`src/rtl/extension_inmediato_pipe_if.sv`:
```
// Bus bundle for the immediate generator: upstream instruction handshake,
// flush, and the registered downstream result handshake.
// The slave modport is the block's view; the master modport is the view of
// whatever drives it (the fetch side plus the consumer of the result).
interface extension_inmediato_pipe_if #(
    parameter int XLEN  = 32,
    parameter int CNT_W = 8
);
    // Upstream side
    logic [31:0]      instruccion_i;
    logic             valido_i;
    logic             listo_o;
    logic             flush_i;

    // Downstream side
    logic [XLEN-1:0]  inmediato_o;
    logic [2:0]       tipo_o;
    logic             ilegal_o;
    logic             valido_o;
    logic             listo_i;

    // Status
    logic [CNT_W-1:0] err_cnt_o;

    modport slave (
        input  instruccion_i,
        input  valido_i,
        input  flush_i,
        input  listo_i,
        output listo_o,
        output inmediato_o,
        output tipo_o,
        output ilegal_o,
        output valido_o,
        output err_cnt_o
    );

    modport master (
        output instruccion_i,
        output valido_i,
        output flush_i,
        output listo_i,
        input  listo_o,
        input  inmediato_o,
        input  tipo_o,
        input  ilegal_o,
        input  valido_o,
        input  err_cnt_o
    );
endinterface

```
`src/rtl/extension_inmediato_pipe.sv`:
```
// Decode-stage immediate generator for RV32I/RV64I.
// Decodes the I, shift-I, S, B, U and J immediate formats, sign-extends the
// result to XLEN, and registers it behind a valid/ready handshake with a
// two-entry skid buffer (output entry + skid entry) so the stage sustains
// one instruction per cycle under backpressure.
//
// Handshake: a transfer happens on a rising clock edge when the producer's
// valid and the consumer's ready are both high. Upstream transfers use
// valido_i/listo_o, downstream transfers use valido_o/listo_i. listo_o is a
// register (the inverse of the skid occupancy), so it never depends
// combinationally on listo_i. Once valido_o is high the output entry holds
// every output stable until it is taken. flush_i overrides all transfers in
// its cycle.
//
// XLEN must be 32 or 64.
module extension_inmediato_pipe #(
    parameter int XLEN  = 32,
    parameter int CNT_W = 8
) (
    input  logic                      clk_i,
    input  logic                      rst_ni,
    extension_inmediato_pipe_if.slave bus
);

    // Major opcodes
    localparam logic [6:0] OP_R      = 7'b0110011;
    localparam logic [6:0] OP_LOAD   = 7'b0000011;
    localparam logic [6:0] OP_JALR   = 7'b1100111;
    localparam logic [6:0] OP_SYSTEM = 7'b1110011;
    localparam logic [6:0] OP_IMM    = 7'b0010011;
    localparam logic [6:0] OP_STORE  = 7'b0100011;
    localparam logic [6:0] OP_BRANCH = 7'b1100011;
    localparam logic [6:0] OP_LUI    = 7'b0110111;
    localparam logic [6:0] OP_AUIPC  = 7'b0010111;
    localparam logic [6:0] OP_JAL    = 7'b1101111;

    // Format codes reported on tipo_o
    localparam logic [2:0] TIPO_R      = 3'd0;
    localparam logic [2:0] TIPO_I      = 3'd1;
    localparam logic [2:0] TIPO_S      = 3'd2;
    localparam logic [2:0] TIPO_B      = 3'd3;
    localparam logic [2:0] TIPO_U      = 3'd4;
    localparam logic [2:0] TIPO_J      = 3'd5;
    localparam logic [2:0] TIPO_SHIFT  = 3'd6;
    localparam logic [2:0] TIPO_ILEGAL = 3'd7;

    localparam logic [CNT_W-1:0] CNT_MAX = '1;

    // ------------------------------------------------------------------
    // Combinational decode of the incoming instruction
    // ------------------------------------------------------------------
    logic [31:0]     w_inst;
    logic [6:0]      w_opcode;
    logic [2:0]      w_funct3;
    logic [31:0]     w_imm32;
    logic [XLEN-1:0] w_dec_imm;
    logic [2:0]      w_dec_tipo;
    logic            w_dec_ilegal;

    assign w_inst   = bus.instruccion_i;
    assign w_opcode = w_inst[6:0];
    assign w_funct3 = w_inst[14:12];

    // Build a 32-bit immediate per format; every format is already sign- or
    // zero-extended to 32 bits here, so widening to XLEN is a single sign
    // extension (shift amounts have a zero top bit and stay positive).
    always_comb begin
        w_imm32      = '0;
        w_dec_tipo   = TIPO_ILEGAL;
        w_dec_ilegal = 1'b0;
        case (w_opcode)
            OP_R: begin
                w_dec_tipo = TIPO_R;
            end
            OP_LOAD, OP_JALR, OP_SYSTEM: begin
                w_dec_tipo = TIPO_I;
                w_imm32    = {{20{w_inst[31]}}, w_inst[31:20]};
            end
            OP_IMM: begin
                if (w_funct3 == 3'b001 || w_funct3 == 3'b101) begin
                    // Shift amount only; inst[30] selects SRAI and is
                    // deliberately excluded.
                    w_dec_tipo = TIPO_SHIFT;
                    if (XLEN == 64) begin
                        w_imm32 = {26'b0, w_inst[25:20]};
                    end else begin
                        w_imm32 = {27'b0, w_inst[24:20]};
                    end
                end else begin
                    w_dec_tipo = TIPO_I;
                    w_imm32    = {{20{w_inst[31]}}, w_inst[31:20]};
                end
            end
            OP_STORE: begin
                w_dec_tipo = TIPO_S;
                w_imm32    = {{20{w_inst[31]}}, w_inst[31:25], w_inst[11:7]};
            end
            OP_BRANCH: begin
                w_dec_tipo = TIPO_B;
                w_imm32    = {{20{w_inst[31]}}, w_inst[7], w_inst[30:25],
                              w_inst[11:8], 1'b0};
            end
            OP_LUI, OP_AUIPC: begin
                w_dec_tipo = TIPO_U;
                w_imm32    = {w_inst[31:12], 12'b0};
            end
            OP_JAL: begin
                w_dec_tipo = TIPO_J;
                w_imm32    = {{11{w_inst[31]}}, w_inst[31], w_inst[19:12],
                              w_inst[20], w_inst[30:21], 1'b0};
            end
            default: begin
                w_dec_tipo   = TIPO_ILEGAL;
                w_dec_ilegal = 1'b1;
            end
        endcase
    end

    assign w_dec_imm = XLEN'($signed(w_imm32));

    // ------------------------------------------------------------------
    // Output entry, skid entry and upstream ready
    // ------------------------------------------------------------------
    logic            r_out_valid;
    logic [XLEN-1:0] r_out_imm;
    logic [2:0]      r_out_tipo;
    logic            r_out_ilegal;

    logic            r_skid_valid;
    logic [XLEN-1:0] r_skid_imm;
    logic [2:0]      r_skid_tipo;
    logic            r_skid_ilegal;

    logic            r_listo;
    logic [CNT_W-1:0] r_err_cnt;

    logic            w_in_xfer;
    logic            w_out_xfer;

    logic            w_out_valid_d;
    logic [XLEN-1:0] w_out_imm_d;
    logic [2:0]      w_out_tipo_d;
    logic            w_out_ilegal_d;
    logic            w_skid_valid_d;
    logic [XLEN-1:0] w_skid_imm_d;
    logic [2:0]      w_skid_tipo_d;
    logic            w_skid_ilegal_d;

    // A flushed cycle accepts nothing, so it never counts as an input transfer.
    assign w_in_xfer  = bus.valido_i && r_listo && !bus.flush_i;
    assign w_out_xfer = r_out_valid && bus.listo_i;

    // Next state of both entries: flush empties them; a free or departing
    // output entry refills from the skid entry first (FIFO order), otherwise
    // from the input; a held output entry diverts a new input to the skid.
    always_comb begin
        w_out_valid_d   = r_out_valid;
        w_out_imm_d     = r_out_imm;
        w_out_tipo_d    = r_out_tipo;
        w_out_ilegal_d  = r_out_ilegal;
        w_skid_valid_d  = r_skid_valid;
        w_skid_imm_d    = r_skid_imm;
        w_skid_tipo_d   = r_skid_tipo;
        w_skid_ilegal_d = r_skid_ilegal;

        if (bus.flush_i) begin
            w_out_valid_d  = 1'b0;
            w_skid_valid_d = 1'b0;
        end else if (!r_out_valid || w_out_xfer) begin
            if (r_skid_valid) begin
                // listo_o is low while the skid is full, so no input competes.
                w_out_valid_d  = 1'b1;
                w_out_imm_d    = r_skid_imm;
                w_out_tipo_d   = r_skid_tipo;
                w_out_ilegal_d = r_skid_ilegal;
                w_skid_valid_d = 1'b0;
            end else if (w_in_xfer) begin
                w_out_valid_d  = 1'b1;
                w_out_imm_d    = w_dec_imm;
                w_out_tipo_d   = w_dec_tipo;
                w_out_ilegal_d = w_dec_ilegal;
            end else begin
                w_out_valid_d  = 1'b0;
            end
        end else if (w_in_xfer) begin
            w_skid_valid_d  = 1'b1;
            w_skid_imm_d    = w_dec_imm;
            w_skid_tipo_d   = w_dec_tipo;
            w_skid_ilegal_d = w_dec_ilegal;
        end
    end

    // Register both entries and the upstream ready (inverse of skid occupancy).
    always_ff @(posedge clk_i or negedge rst_ni) begin
        if (!rst_ni) begin
            r_out_valid   <= 1'b0;
            r_out_imm     <= '0;
            r_out_tipo    <= TIPO_R;
            r_out_ilegal  <= 1'b0;
            r_skid_valid  <= 1'b0;
            r_skid_imm    <= '0;
            r_skid_tipo   <= TIPO_R;
            r_skid_ilegal <= 1'b0;
            r_listo       <= 1'b1;
        end else begin
            r_out_valid   <= w_out_valid_d;
            r_out_imm     <= w_out_imm_d;
            r_out_tipo    <= w_out_tipo_d;
            r_out_ilegal  <= w_out_ilegal_d;
            r_skid_valid  <= w_skid_valid_d;
            r_skid_imm    <= w_skid_imm_d;
            r_skid_tipo   <= w_skid_tipo_d;
            r_skid_ilegal <= w_skid_ilegal_d;
            r_listo       <= !w_skid_valid_d;
        end
    end

    // Saturating count of illegal instructions actually accepted upstream.
    always_ff @(posedge clk_i or negedge rst_ni) begin
        if (!rst_ni) begin
            r_err_cnt <= '0;
        end else if (w_in_xfer && w_dec_ilegal && (r_err_cnt != CNT_MAX)) begin
            r_err_cnt <= r_err_cnt + 1'b1;
        end
    end

    assign bus.listo_o     = r_listo;
    assign bus.valido_o    = r_out_valid;
    assign bus.inmediato_o = r_out_imm;
    assign bus.tipo_o      = r_out_tipo;
    assign bus.ilegal_o    = r_out_ilegal;
    assign bus.err_cnt_o   = r_err_cnt;

endmodule

```
`src/flat_wrapper.sv`:
```
// flat-port wrapper written by rule: the top's interface ports become plain ports
module extension_inmediato_pipe_flat 
#(
    parameter int XLEN  = 32,
    parameter int CNT_W = 8
)
  (clk_i, rst_ni, bus_instruccion_i, bus_valido_i, bus_flush_i, bus_listo_i, bus_listo_o, bus_inmediato_o, bus_tipo_o, bus_ilegal_o, bus_valido_o, bus_err_cnt_o);
  extension_inmediato_pipe_if #(.XLEN(XLEN), .CNT_W(CNT_W)) bus_i ();
  input  logic clk_i;
  input  logic rst_ni;
  input wire logic [$bits(bus_i.instruccion_i)-1:0] bus_instruccion_i;
  input wire logic [$bits(bus_i.valido_i)-1:0] bus_valido_i;
  input wire logic [$bits(bus_i.flush_i)-1:0] bus_flush_i;
  input wire logic [$bits(bus_i.listo_i)-1:0] bus_listo_i;
  output wire logic [$bits(bus_i.listo_o)-1:0] bus_listo_o;
  output wire logic [$bits(bus_i.inmediato_o)-1:0] bus_inmediato_o;
  output wire logic [$bits(bus_i.tipo_o)-1:0] bus_tipo_o;
  output wire logic [$bits(bus_i.ilegal_o)-1:0] bus_ilegal_o;
  output wire logic [$bits(bus_i.valido_o)-1:0] bus_valido_o;
  output wire logic [$bits(bus_i.err_cnt_o)-1:0] bus_err_cnt_o;
  assign bus_i.instruccion_i = bus_instruccion_i;
  assign bus_i.valido_i = bus_valido_i;
  assign bus_i.flush_i = bus_flush_i;
  assign bus_i.listo_i = bus_listo_i;
  assign bus_listo_o = bus_i.listo_o;
  assign bus_inmediato_o = bus_i.inmediato_o;
  assign bus_tipo_o = bus_i.tipo_o;
  assign bus_ilegal_o = bus_i.ilegal_o;
  assign bus_valido_o = bus_i.valido_o;
  assign bus_err_cnt_o = bus_i.err_cnt_o;
  extension_inmediato_pipe #(.XLEN(XLEN), .CNT_W(CNT_W)) u_core (.clk_i(clk_i), .rst_ni(rst_ni), .bus(bus_i));
endmodule
```
`config.mk`:
```
export PLATFORM = sky130hd
export DESIGN_NAME = extension_inmediato_pipe_flat
export DESIGN_NICKNAME = d
export VERILOG_FILES = /design/src/rtl/extension_inmediato_pipe_if.sv /design/src/rtl/extension_inmediato_pipe.sv /design/src/flat_wrapper.sv
export SDC_FILE = /design/constraint.sdc
export NUM_CORES = 1
export LEC_CHECK = 0
export CAP_MARGIN = 0
export CORE_ASPECT_RATIO = 0.5
export CORE_MARGIN = 3
export CORE_UTILIZATION = 60
export CTS_CLUSTER_DIAMETER = 40
export DETAILED_ROUTE_END_ITERATION = 7
export DONT_BUFFER_PORTS = 1
export GPL_TIMING_DRIVEN = 0
export HOLD_SLACK_MARGIN = 0.02
export MAX_ROUTING_LAYER = met4
export PLACE_DENSITY = 0.79
export SLEW_MARGIN = 10
export SYNTH_ARGS = -nofsm -noshare
export SYNTH_HDL_FRONTEND = slang
export SYNTH_SLANG_ARGS = --single-unit
```
`constraint.sdc`:
```
create_clock -name clk_i -period 5.4 [get_ports clk_i]
set_clock_uncertainty 0.05 [all_clocks]
set_input_delay 0.27 -clock clk_i [delete_from_list [all_inputs] [get_ports clk_i]]
set_output_delay 0.27 -clock clk_i [all_outputs]
set_load 0.01 [all_outputs]
```
==> results of run 1 <==
-- critical path, delay by kind of cell, from the launching register on --
kind	cells	cell delay, ps
and+or+nand+nor	2	670
DFF	1	570
AOI/OAI and AO/OA	1	190
buffers and inverters	1	510
-- area by class of cell --
class	instances	area (sq um)
fillers	478	1760
inverters	2	7.51
well taps	88	110
clock inverters	4	73.8
clock buffers	11	253
flip-flops and latches	83	2080
repair buffers	6	77.6
plain buffers	28	149
multi-input cells	294	1750
-- power by group through the flow --
stage	Clock [uW]	Sequential, uW	Combinational (uW)
3_3_place_gp	0	861	204
5_1_grt	703	877	270
2_1_floorplan	0	842	177
4_1_cts	674	861	236
6_report	668	861	236
3_5_place_dp	0	870	216
-- metrics by stage --
stage | total power, uW | utilization, %
global route | 1850 | 71.9
CTS | 1770 | 71.9
finish | 1770 | 71.9
floorplan | 1020 | -
global placement | 1070 | 65.4
detailed placement | 1090 | 65.4
-- state kept, by name, indices dropped and copies added, names as in the netlist --
register / flops
u_core.bus.err_cnt_o: 8
u_core.bus.ilegal_o: 1
u_core.bus.inmediato_o: 32
u_core.bus.listo_o: 1
u_core.bus.tipo_o: 3
u_core.bus.valido_o: 1
u_core.r_skid_ilegal: 1
u_core.r_skid_imm: 32
u_core.r_skid_tipo: 3
u_core.r_skid_valid: 1
-- cell usage in the layout, fill, tap and decap left out, types with 3 or more instances in the layout --
| master | Yosys | layout |
|---|---|---|
| sky130_fd_sc_hd__a22o_1 | 6 | 6 |
| sky130_fd_sc_hd__nand3b_1 | 32 | 32 |
| sky130_fd_sc_hd__xnor2_1 | 6 | 6 |
| sky130_fd_sc_hd__nor3_1 | 3 | 3 |
| sky130_fd_sc_hd__o21ai_0 | 37 | 37 |
| sky130_fd_sc_hd__buf_2 | 5 | 5 |
| sky130_fd_sc_hd__dlygate4sd3_1 | 0 | 5 |
| sky130_fd_sc_hd__clkbuf_16 | 0 | 9 |
| sky130_fd_sc_hd__nand2b_1 | 5 | 5 |
| sky130_fd_sc_hd__or3_1 | 4 | 4 |
| sky130_fd_sc_hd__and3_1 | 3 | 3 |
| sky130_fd_sc_hd__nor2_1 | 39 | 39 |
| sky130_fd_sc_hd__buf_6 | 4 | 4 |
| sky130_fd_sc_hd__a31oi_1 | 13 | 13 |
| sky130_fd_sc_hd__nand3_1 | 4 | 4 |
| sky130_fd_sc_hd__a21oi_1 | 59 | 59 |
| sky130_fd_sc_hd__clkbuf_1 | 17 | 17 |
| sky130_fd_sc_hd__nand4_1 | 4 | 4 |
| sky130_fd_sc_hd__dfrtp_1 | 82 | 82 |
| sky130_fd_sc_hd__nor2b_1 | 3 | 3 |
| sky130_fd_sc_hd__nand2_1 | 41 | 41 |
-- Yosys cell counts, types with 2 or more instances --
cell type / number
sky130_fd_sc_hd__a21oi_1: 59
sky130_fd_sc_hd__a21oi_2: 2
sky130_fd_sc_hd__a22o_1: 6
sky130_fd_sc_hd__a31oi_1: 13
sky130_fd_sc_hd__and2_4: 2
sky130_fd_sc_hd__and3_1: 3
sky130_fd_sc_hd__buf_2: 5
sky130_fd_sc_hd__buf_4: 2
sky130_fd_sc_hd__buf_6: 4
sky130_fd_sc_hd__clkbuf_1: 17
sky130_fd_sc_hd__dfrtp_1: 82
sky130_fd_sc_hd__inv_1: 2
sky130_fd_sc_hd__mux2_2: 2
sky130_fd_sc_hd__nand2_1: 41
sky130_fd_sc_hd__nand2b_1: 5
sky130_fd_sc_hd__nand3_1: 4
sky130_fd_sc_hd__nand3b_1: 32
sky130_fd_sc_hd__nand4_1: 4
sky130_fd_sc_hd__nor2_1: 39
sky130_fd_sc_hd__nor2_2: 2
sky130_fd_sc_hd__nor2b_1: 3
sky130_fd_sc_hd__nor3_1: 3
sky130_fd_sc_hd__nor3_2: 2
sky130_fd_sc_hd__o21ai_0: 37
sky130_fd_sc_hd__or3_1: 4
sky130_fd_sc_hd__xnor2_1: 6
sky130_fd_sc_hd__xor2_1: 2
-- per-layer routing --
layer  global-route usage, %  up-vias  wire length [um]
met2                    42.4      164              4740
met5                       -        -                 0
li1                        -     1477                 -
met4                    7.12        0                81
met1                    39.0     1634              4470
met3                    9.24       11              1000
-- cells by family (layout without fill, tap and decap cells) --
kind of cell             after synthesis  after routing  share of synthesized area, %
AO/OA/AOI/OAI                        129            129                          19.7
XOR/XNOR                               8              8                          1.76
adder cells (fa/ha/maj)                1              1                         0.314
buffers and inverters                 30             51                          3.93
flip-flops                            83             83                          52.2
multiplexers                           3              3                         0.817
AND/OR/NAND/NOR                      153            153                          21.3
-- worst max-delay path by stage --
| stage | from | to | slack, ps | cells after the start |
|---|---|---|---|---|
| after floorplan | u_core.bus.err_cnt_o[0] | u_core.bus.err_cnt_o[1] | 3460 | 5 |
| after global placement | u_core.bus.listo_o | u_core.r_skid_tipo[1] | 3360 | 4 |
| after detailed placement | u_core.bus.listo_o | u_core.r_skid_tipo[1] | 3320 | 4 |
| after CTS | u_core.bus.listo_o | u_core.r_skid_tipo[1] | 3290 | 4 |
| after global routing | u_core.bus.listo_o | u_core.r_skid_tipo[1] | 3160 | 4 |
| final | u_core.bus.listo_o | u_core.r_skid_tipo[1] | 3260 | 4 |
==> results.md, run 1 <==
* Hold Violations, Final at 0
* Number of library cell types mapped by synthesis at 51
* Sequential fraction of the synthesis area at 52.2%
* Peak Freq at 468 MHz
* HPWL after detailed placement at 7060 um
* End point of the most critical hold path: u_core.r_skid_imm[6]
* Area of the die at 7710 sq um
* Clock network fraction of design power at 37.9%
* Buffer count from post-CTS setup fixing at 0
* Post-synth top area share at 51.5%
* Combinational Power Share at 13.4%
* Slew Limit Headroom at 54.8%
* Unrepaired setup endpoints after global routing: no
* Fraction of registers with async set or reset after synthesis at 100%
* Syn Area/Cell at 9.79 sq um
* Global-route wire length before repair at 16700 um
* Drt first-iter violations at 329
* Startpoint of the lowest-slack hold path: bus_instruccion_i[26]
* Overall track demand over capacity in global routing at 28.7%
* Post-Syn Area at 3980 sq um
* Clock latency reported for the late side of the worst-skew pair at 340 ps
* Number of buffers created by CTS at 9
* Dominant register cell in the synthesized netlist: sky130_fd_sc_hd__dfrtp_1
* Reg-to-reg startpoint: u_core.bus.listo_o
* Worst-case reg-to-reg path depth at 4
* Final setup violation count at 0
* Signed area change from the synthesized netlist to the final layout at 12.9%
* Data arrival at the endpoint of the critical path at 2270 ps
* Total of cells resized after clock tree synthesis at 0
* Worst reg2reg path endpoint: u_core.r_skid_tipo[1]
* Crit path required time at 5540 ps
* Effective utilization at floorplan at 63.7%
* Post-Place Setup Slack at 3320 ps
* Worst Setup Slack, final at 3260 ps
* Tightest Pin Transition at 674 ps
* Vias per cell at 6.37
* Final worst path period need at 2140 ps
* Lkg Pwr at 0.00180 uW
* Category of the worst setup path launch point: flip-flop
* Overall die width at 121 um
* Number of antenna repair diodes at 0
* Crit-path cells: nand2_1, nor3_2, clkbuf_1, a31oi_1
* Instance count along the most critical hold path at 1
* Number of standard-cell rows in the floorplan at 20
* Final-stage net count at 462
* Pwr per Cell Area at 393 nW/um^2
* Number of nets with antenna violations after routing at 0
* R2r setup slk at 3260 ps
* Hold_buf cts at 6
* Number of antenna violations at the first check in global routing at 0
* Global-route congestion overflow total at 0
* Final-report max-slew violation count at 0
* Number of port buffers at 0
* Number of global-route vias before repair at 3252
* NetSw at 489 uW
* Total via count after detailed routing at 3286
* Hold WC Path Type: in2reg
* Post-place instance area at 4090 sq um
* Highest fanout seen on the critical path at 10
* Number of flops mapped to enable cells by yosys at 0
* Total wire length at 10300 um
* Routed length per placed instance at 20.0 um
* Number of search-and-repair iterations in the first detailed-routing pass at 5
* Classification of the worst setup path: reg2reg
* H-tree depth reported by CTS at 3
* Routability congestion estimate from global placement at 0.909
* Reg clk slew, reported paths at 60 ps
* Hold slack at 23.6 ps
* Yosys warnings at 0
* Largest voltage drop on the vdd net at 0.320 mV
* Sink count of the clock tree at 83
* Final TNS setup at 0 ps
* Core Region at 6260 sq um
* Pin count of the biggest net entering global routing at 84
* Internal power component at 1280 uW
* Sw frac at 27.7%
* DRC violation count after routing at 0
* Library cell contributing the largest single delay on the critical path: sky130_fd_sc_hd__dfstp_2
* Cell Count, Final, Fillers Out at 516
* Run status: finished clean
* Cell accounting for the most synthesized area: sky130_fd_sc_hd__dfrtp_1
* I/O pin count at 83
* Number of max-capacitance violations reported at 0
* Top post-synthesis cells by area: sky130_fd_sc_hd__dfrtp_1, sky130_fd_sc_hd__a21oi_1, sky130_fd_sc_hd__nand3b_1
* Final period util at 39.6%
* Number of synthesized register bits at 83
* Slowest cell delay on critical path at 570 ps
* Clock tree from TritonCTS: yes
* Instance count of the mapped netlist at 407
* Crit path capture type: flip-flop
* Post-Layout Inst Area at 4500 sq um
* Mapped Nets at 445
* Proportion of power drawn by flip-flops and latches at 48.8%
* Clock Path Buffers at 2
* Die outline height at 63.6 um
* Clock root buffer master: sky130_fd_sc_hd__clkbuf_16
* Instance count after placement with tap cells included at 495
* Share of post-route cells with drive strength above 1 at 11.2%
No activity file was read; power rests on OpenSTA's default activity.
==> inputs of run 2 (changes only) <==
--- a/config.mk
+++ b/config.mk
@@ -8,14 +8,14 @@
 export CAP_MARGIN = 0
 export CORE_ASPECT_RATIO = 0.5
 export CORE_MARGIN = 3
-export CORE_UTILIZATION = 60
+export CORE_UTILIZATION = 57
 export CTS_CLUSTER_DIAMETER = 40
 export DETAILED_ROUTE_END_ITERATION = 7
 export DONT_BUFFER_PORTS = 1
 export GPL_TIMING_DRIVEN = 0
 export HOLD_SLACK_MARGIN = 0.02
 export MAX_ROUTING_LAYER = met4
-export PLACE_DENSITY = 0.79
+export PLACE_DENSITY = 0.78
 export SLEW_MARGIN = 10
 export SYNTH_ARGS = -nofsm -noshare
 export SYNTH_HDL_FRONTEND = slang
==> constraint.sdc (replaced) <==
create_clock -name clk_i -period 1.7 [get_ports clk_i]
set_clock_uncertainty 0.05 [all_clocks]
set_input_delay 0.085 -clock clk_i [delete_from_list [all_inputs] [get_ports clk_i]]
set_output_delay 0.085 -clock clk_i [all_outputs]
set_load 0.01 [all_outputs]
==> results.md, run 2 (same netlist as run 1, synthesis figures left out) <==
* Run status: finished, violations left
* Failing checks: negative hold slack, negative setup slack
* Area of the multi-input gates at 2010 sq um
* Effective utilization at floorplan at 62.2%
* Number of port buffers at 0
* Layout filler cell count at 364
* Vias per cell at 6.54
* Number of buffers created by CTS at 9
* Sequential cell area in the final layout at 2080 sq um
* Worst Setup Slack, final at -152 ps
* Lkg Pwr at 0.00211 uW
* Peak Freq at 540 MHz
* Final-report max-slew violation count at 0
* Drt first-iter violations at 498
* Overall die width at 124 um
* Final setup violation count at 42
* Sink count of the clock tree at 83
* Signed area change from the synthesized netlist to the final layout at 32.9%
* Crit path required time at 1880 ps
* Most used cells in the layout excluding fill and tap cells: sky130_fd_sc_hd__dfrtp_1, sky130_fd_sc_hd__nand2_1, sky130_fd_sc_hd__nor2_1
* Clock tree from TritonCTS: yes
* Highest fanout seen on the critical path at 8
* Final period util at 109%
* Clock root buffer master: sky130_fd_sc_hd__clkbuf_16
* Number of nets with antenna violations after routing at 0
* H-tree depth reported by CTS at 3
* Crit path capture type: flip-flop
* Global-route wire length before repair at 17600 um
* Core occupancy in the finished layout at 82.6%
* Total via count after detailed routing at 3637
* Core Region at 6410 sq um
* Clock Path Buffers at 2
* Area of the die at 8090 sq um
* Share of post-route cells with drive strength above 1 at 28.6%
* Number of global-route vias before repair at 3399
* Pin count of the biggest net entering global routing at 84
* Instance count after placement with tap cells included at 495
* DRC violation count after routing at 0
* Number of antenna repair diodes at 0
* Hold Violations, Final at 83
* Routed length per placed instance at 22.5 um
* Reg clk slew, reported paths at 60 ps
* Hold slack at -619 ps
* Pwr per Cell Area at 1100 nW/um^2
* Hold WC Path Type: in2async
* Data arrival at the endpoint of the critical path at 2030 ps
* Commonest non-fill, non-tap cell in the layout: sky130_fd_sc_hd__dfrtp_1
* Slew Limit Headroom at 50.4%
* Classification of the worst setup path: reg2reg
* Number of standard-cell rows in the floorplan at 20
* Total power consumption of the routed design at 5810 uW
* Overall track demand over capacity in global routing at 28.6%
* Total wire length at 12500 um
* Global-route congestion overflow total at 0
* Tightest Pin Transition at 740 ps
* Final-stage net count at 501
* HPWL after detailed placement at 7320 um
* Post-Place Setup Slack at -368 ps
* Number of antenna violations at the first check in global routing at 0
* Unrepaired setup endpoints after global routing: yes
* Routability congestion estimate from global placement at 0.914
* Clock latency reported for the late side of the worst-skew pair at 350 ps
* Hold_buf cts at 25
* Largest voltage drop on the vdd net at 1.03 mV
* Final worst path period need at 1850 ps
* Number of search-and-repair iterations in the first detailed-routing pass at 6
* Number of max-capacitance violations reported at 0
* I/O pin count at 83
* Cell Count, Final, Fillers Out at 556
* Die outline height at 65.1 um
* Category of the worst setup path launch point: flip-flop
[run 2: cell types whose count changed in the layout (fill, tap and decap cells not counted), sizes merged]
| cell | previous run | this run |
|---|---|---|
| clkbuf | 28 | 22 |
| clkinvlp | 0 | 1 |
| buf | 12 | 36 |
| dlygate4sd3 | 5 | 25 |
| clkinv | 2 | 3 |
| bufinv | 2 | 1 |
| inv | 2 | 3 |
[run 2: layout make-up]
cell class	instances	share of cell area, %
Clock inverter	6	1.23
Inverter	2	0.142
Sequential cell	83	39.3
Timing Repair Buffer	46	10.2
Buffer	27	4.61
Clock buffer	10	4.33
Multi-Input combinational cell	294	38.0
Tap cell	88	2.08
[run 2: layer usage]
layer	track usage [%]	part of all wire (%)	up-vias
li1	-	-	1562
met1	37.4	40	1778
met2	43.1	46	257
met3	9.90	11	40
met4	8.06	2.5	0
met5	-	0	-
[run 2: worst paths after layout]
path | startpoint | end | slack [ps] | cells after the start
worst min-delay path | rst_ni | u_core.bus.inmediato_o[6] | -620 | 0
worst max-delay path | u_core.bus.err_cnt_o[0] | u_core.bus.err_cnt_o[1] | -150 | 5
worst max register to register | u_core.bus.err_cnt_o[0] | u_core.bus.err_cnt_o[1] | -150 | 5
min in group clk_i | bus_listo_i | u_core.bus.valido_o | 20 | 2
worst min register to register | u_core.r_skid_tipo[0] | u_core.r_skid_tipo[0] | 430 | 2
max in group asynchronous | rst_ni | u_core.bus.listo_o | 2010 | 0
[run 2: critical path, cell delays in order, from the launching register on]
cell                      delay, ps
sky130_fd_sc_hd__dfrtp_2        460
sky130_fd_sc_hd__ha_4           180
sky130_fd_sc_hd__and3_4         160
sky130_fd_sc_hd__a311o_1        340
sky130_fd_sc_hd__a21oi_4        230
sky130_fd_sc_hd__mux2_4         320
[run 2: per-stage QoR]
step | area (sq um) | TNS, ps
after CTS | 4800 | -872
after global routing | 5290 | -6050
after detailed placement | 4100 | -18510
final | 5290 | -3240
after floorplan | 3990 | -378
after global placement | 4100 | -15520
[run 2: where the power goes]
part,switching [uW],total (uW),internal [uW],leakage (uW)
Clock,822,1960,1140,0.000143
Sequential,422,2780,2360,0.00101
Combinational,510,1070,555,0.000962
Total,1750,5810,4050,0.00211
[run 2: what timing repair did]
action	in CTS	in global routing
buffers inserted	7	8
resized for setup	31	111
cloned	0	7
endpoints found under the setup margin	80	68
hold endpoints to repair	146	83
pin swaps	6	29
==> inputs of run 3 (changes only) <==
--- a/config.mk
+++ b/config.mk
@@ -6,7 +6,6 @@
 export NUM_CORES = 1
 export LEC_CHECK = 0
 export CAP_MARGIN = 0
-export CORE_ASPECT_RATIO = 0.5
 export CORE_MARGIN = 3
 export CORE_UTILIZATION = 57
 export CTS_CLUSTER_DIAMETER = 40
==> results.md, run 3 (same netlist as run 1, synthesis figures left out) <==
* Pin count of the biggest net entering global routing at 84
* Reg clk slew, reported paths at 90 ps
* Worst reg2reg path endpoint: u_core.bus.err_cnt_o[7]
* Sink count of the clock tree at 83
* Share of post-route cells with drive strength above 1 at 25.5%
* Final period util at 109%
* Critical path's top delay family: compound AO/OA/AOI/OAI gates
* Global-route congestion overflow total at 0
* Effective utilization at floorplan at 60.6%
* Routability congestion estimate from global placement at 0.903
* Lkg Pwr at 0.00204 uW
* Pwr per Cell Area at 1040 nW/um^2
* Clock latency reported for the late side of the worst-skew pair at 360 ps
* Number of antenna repair diodes at 0
* Number of max-capacitance violations reported at 0
* Crit path required time at 1930 ps
* Library cell contributing the largest single delay on the critical path: sky130_fd_sc_hd__dfrtp_2
* Failing checks: negative hold slack, negative setup slack
* Number of port buffers at 0
* Number of search-and-repair iterations in the first detailed-routing pass at 5
* Worst Setup Slack, final at -152 ps
* Hold slack at -641 ps
* Final setup violation count at 40
* I/O pin count at 83
* Number of buffers created by CTS at 9
* DRC violation count after routing at 0
* WP buf/inv at 0
* Tightest Pin Transition at 959 ps
* Total power consumption of the routed design at 5340 uW
* Highest fanout seen on the critical path at 8
* Cell Count, Final, Fillers Out at 560
* Category of the worst setup path launch point: flip-flop
* Area of the die at 8030 sq um
* Signed area change from the synthesized netlist to the final layout at 28.3%
* Routed length per placed instance at 20.8 um
* Overall track demand over capacity in global routing at 29.1%
* Data arrival at the endpoint of the critical path at 2080 ps
* Unrepaired setup endpoints after global routing: yes
* Critical path depth in cells at 6
* Drt first-iter violations at 267
* Clock root buffer master: sky130_fd_sc_hd__clkbuf_8
* Core occupancy in the finished layout at 77.8%
* Clock Path Buffers at 2
* Die outline height at 89.6 um
* Final-report max-slew violation count at 0
* Global-route wire length before repair at 17000 um
* Crit-path cells: ha_4, and3_4, a311o_1, a21oi_4, nand4_1, xnor2_1
* R2r setup slk at -150 ps
* Clock tree from TritonCTS: yes
* Number of nets with antenna violations after routing at 0
* Largest voltage drop on the vdd net at 0.814 mV
* Run status: finished, violations left
* H-tree depth reported by CTS at 3
* Total wire length at 11600 um
* Vias per cell at 6.32
* Worst-case reg-to-reg path depth at 6
* Classification of the worst setup path: reg2reg
* Peak Freq at 540 MHz
* Post-Place Setup Slack at -345 ps
* Slowest cell delay on critical path at 470 ps
* Hold_buf cts at 26
* Number of antenna violations at the first check in global routing at 0
* Final-stage net count at 500
* Number of standard-cell rows in the floorplan at 29
* Number of global-route vias before repair at 3396
* Commonest non-fill, non-tap cell in the layout: sky130_fd_sc_hd__dfrtp_1
* Final worst path period need at 1850 ps
* Instance count after placement with tap cells included at 500
* Core Region at 6570 sq um
* Reg-to-reg startpoint: u_core.bus.err_cnt_o[0]
* Crit path capture type: flip-flop
* Most used cells in the layout excluding fill and tap cells: sky130_fd_sc_hd__dfrtp_1, sky130_fd_sc_hd__nand2_1, sky130_fd_sc_hd__nor2_1
* Slew Limit Headroom at 34.4%
* Hold WC Path Type: in2async
* Overall die width at 89.6 um
* Hold Violations, Final at 83
* Total via count after detailed routing at 3538
* HPWL after detailed placement at 6780 um
==> run 3: changes by cell type in the layout (fill, tap and decap cells not counted), sizes merged <==
cell,previous run,this run
buf,36,34
bufinv,1,2
clkinv,3,2
dlygate4sd3,25,26
==> run 3: metrics by stage <==
| step | hold slack (ps) | setup TNS (ps) | cell area [sq um] |
|---|---|---|---|
| global route | -659 | -5140 | 5110 |
| finish | -641 | -2010 | 5110 |
| CTS | -647 | -1050 | 4740 |
| detailed placement | -259 | -18650 | 4110 |
| global placement | -258 | -16320 | 4110 |
| floorplan | -261 | -378 | 3990 |
==> run 3: cell type report <==
type                       instances  area (sq um)
tap                               93           116
clock inverter                     6          86.3
buffer                            27           220
clock buffer                      10           138
multi-input combinational        294          1960
inverter                           2          7.51
timing repair buffer              45           500
fill                             416          1460
sequential                        83          2080
==> run 3: power by group <==
| part | total [uW] | switching, uW | internal (uW) |
|---|---|---|---|
| combinational | 967 | 451 | 516 |
| clock | 1610 | 747 | 868 |
| sequential | 2760 | 402 | 2350 |
==> run 3: worst max-delay path by stage <==
stage / endpoint / startpoint
final: u_core.bus.err_cnt_o[7] / u_core.bus.err_cnt_o[0]
after detailed placement: u_core.r_skid_tipo[1] / u_core.bus.listo_o
after global routing: u_core.bus.err_cnt_o[7] / u_core.bus.err_cnt_o[0]
after global placement: u_core.r_skid_tipo[2] / u_core.bus.listo_o
after CTS: u_core.bus.err_cnt_o[5] / u_core.bus.err_cnt_o[1]
after floorplan: u_core.bus.err_cnt_o[1] / u_core.bus.err_cnt_o[0]
==> run 3: per-layer routing <==
layer | part of all wire (%) | track usage (%) | up-vias
met4 | 3.8 | 14.9 | 0
met2 | 49 | 44.3 | 180
li1 | - | - | 1552
met1 | 40 | 37.3 | 1761
met5 | 0 | - | -
met3 | 7.3 | 5.29 | 45
==> run 3: what timing repair did <==
item | in CTS | in global routing
setup endpoints to repair | 80 | 51
buffers inserted | 7 | 5
resized for setup | 29 | 83
pin swaps | 8 | 30
endpoints found under the hold margin | 146 | 83
cloned | 1 | 6
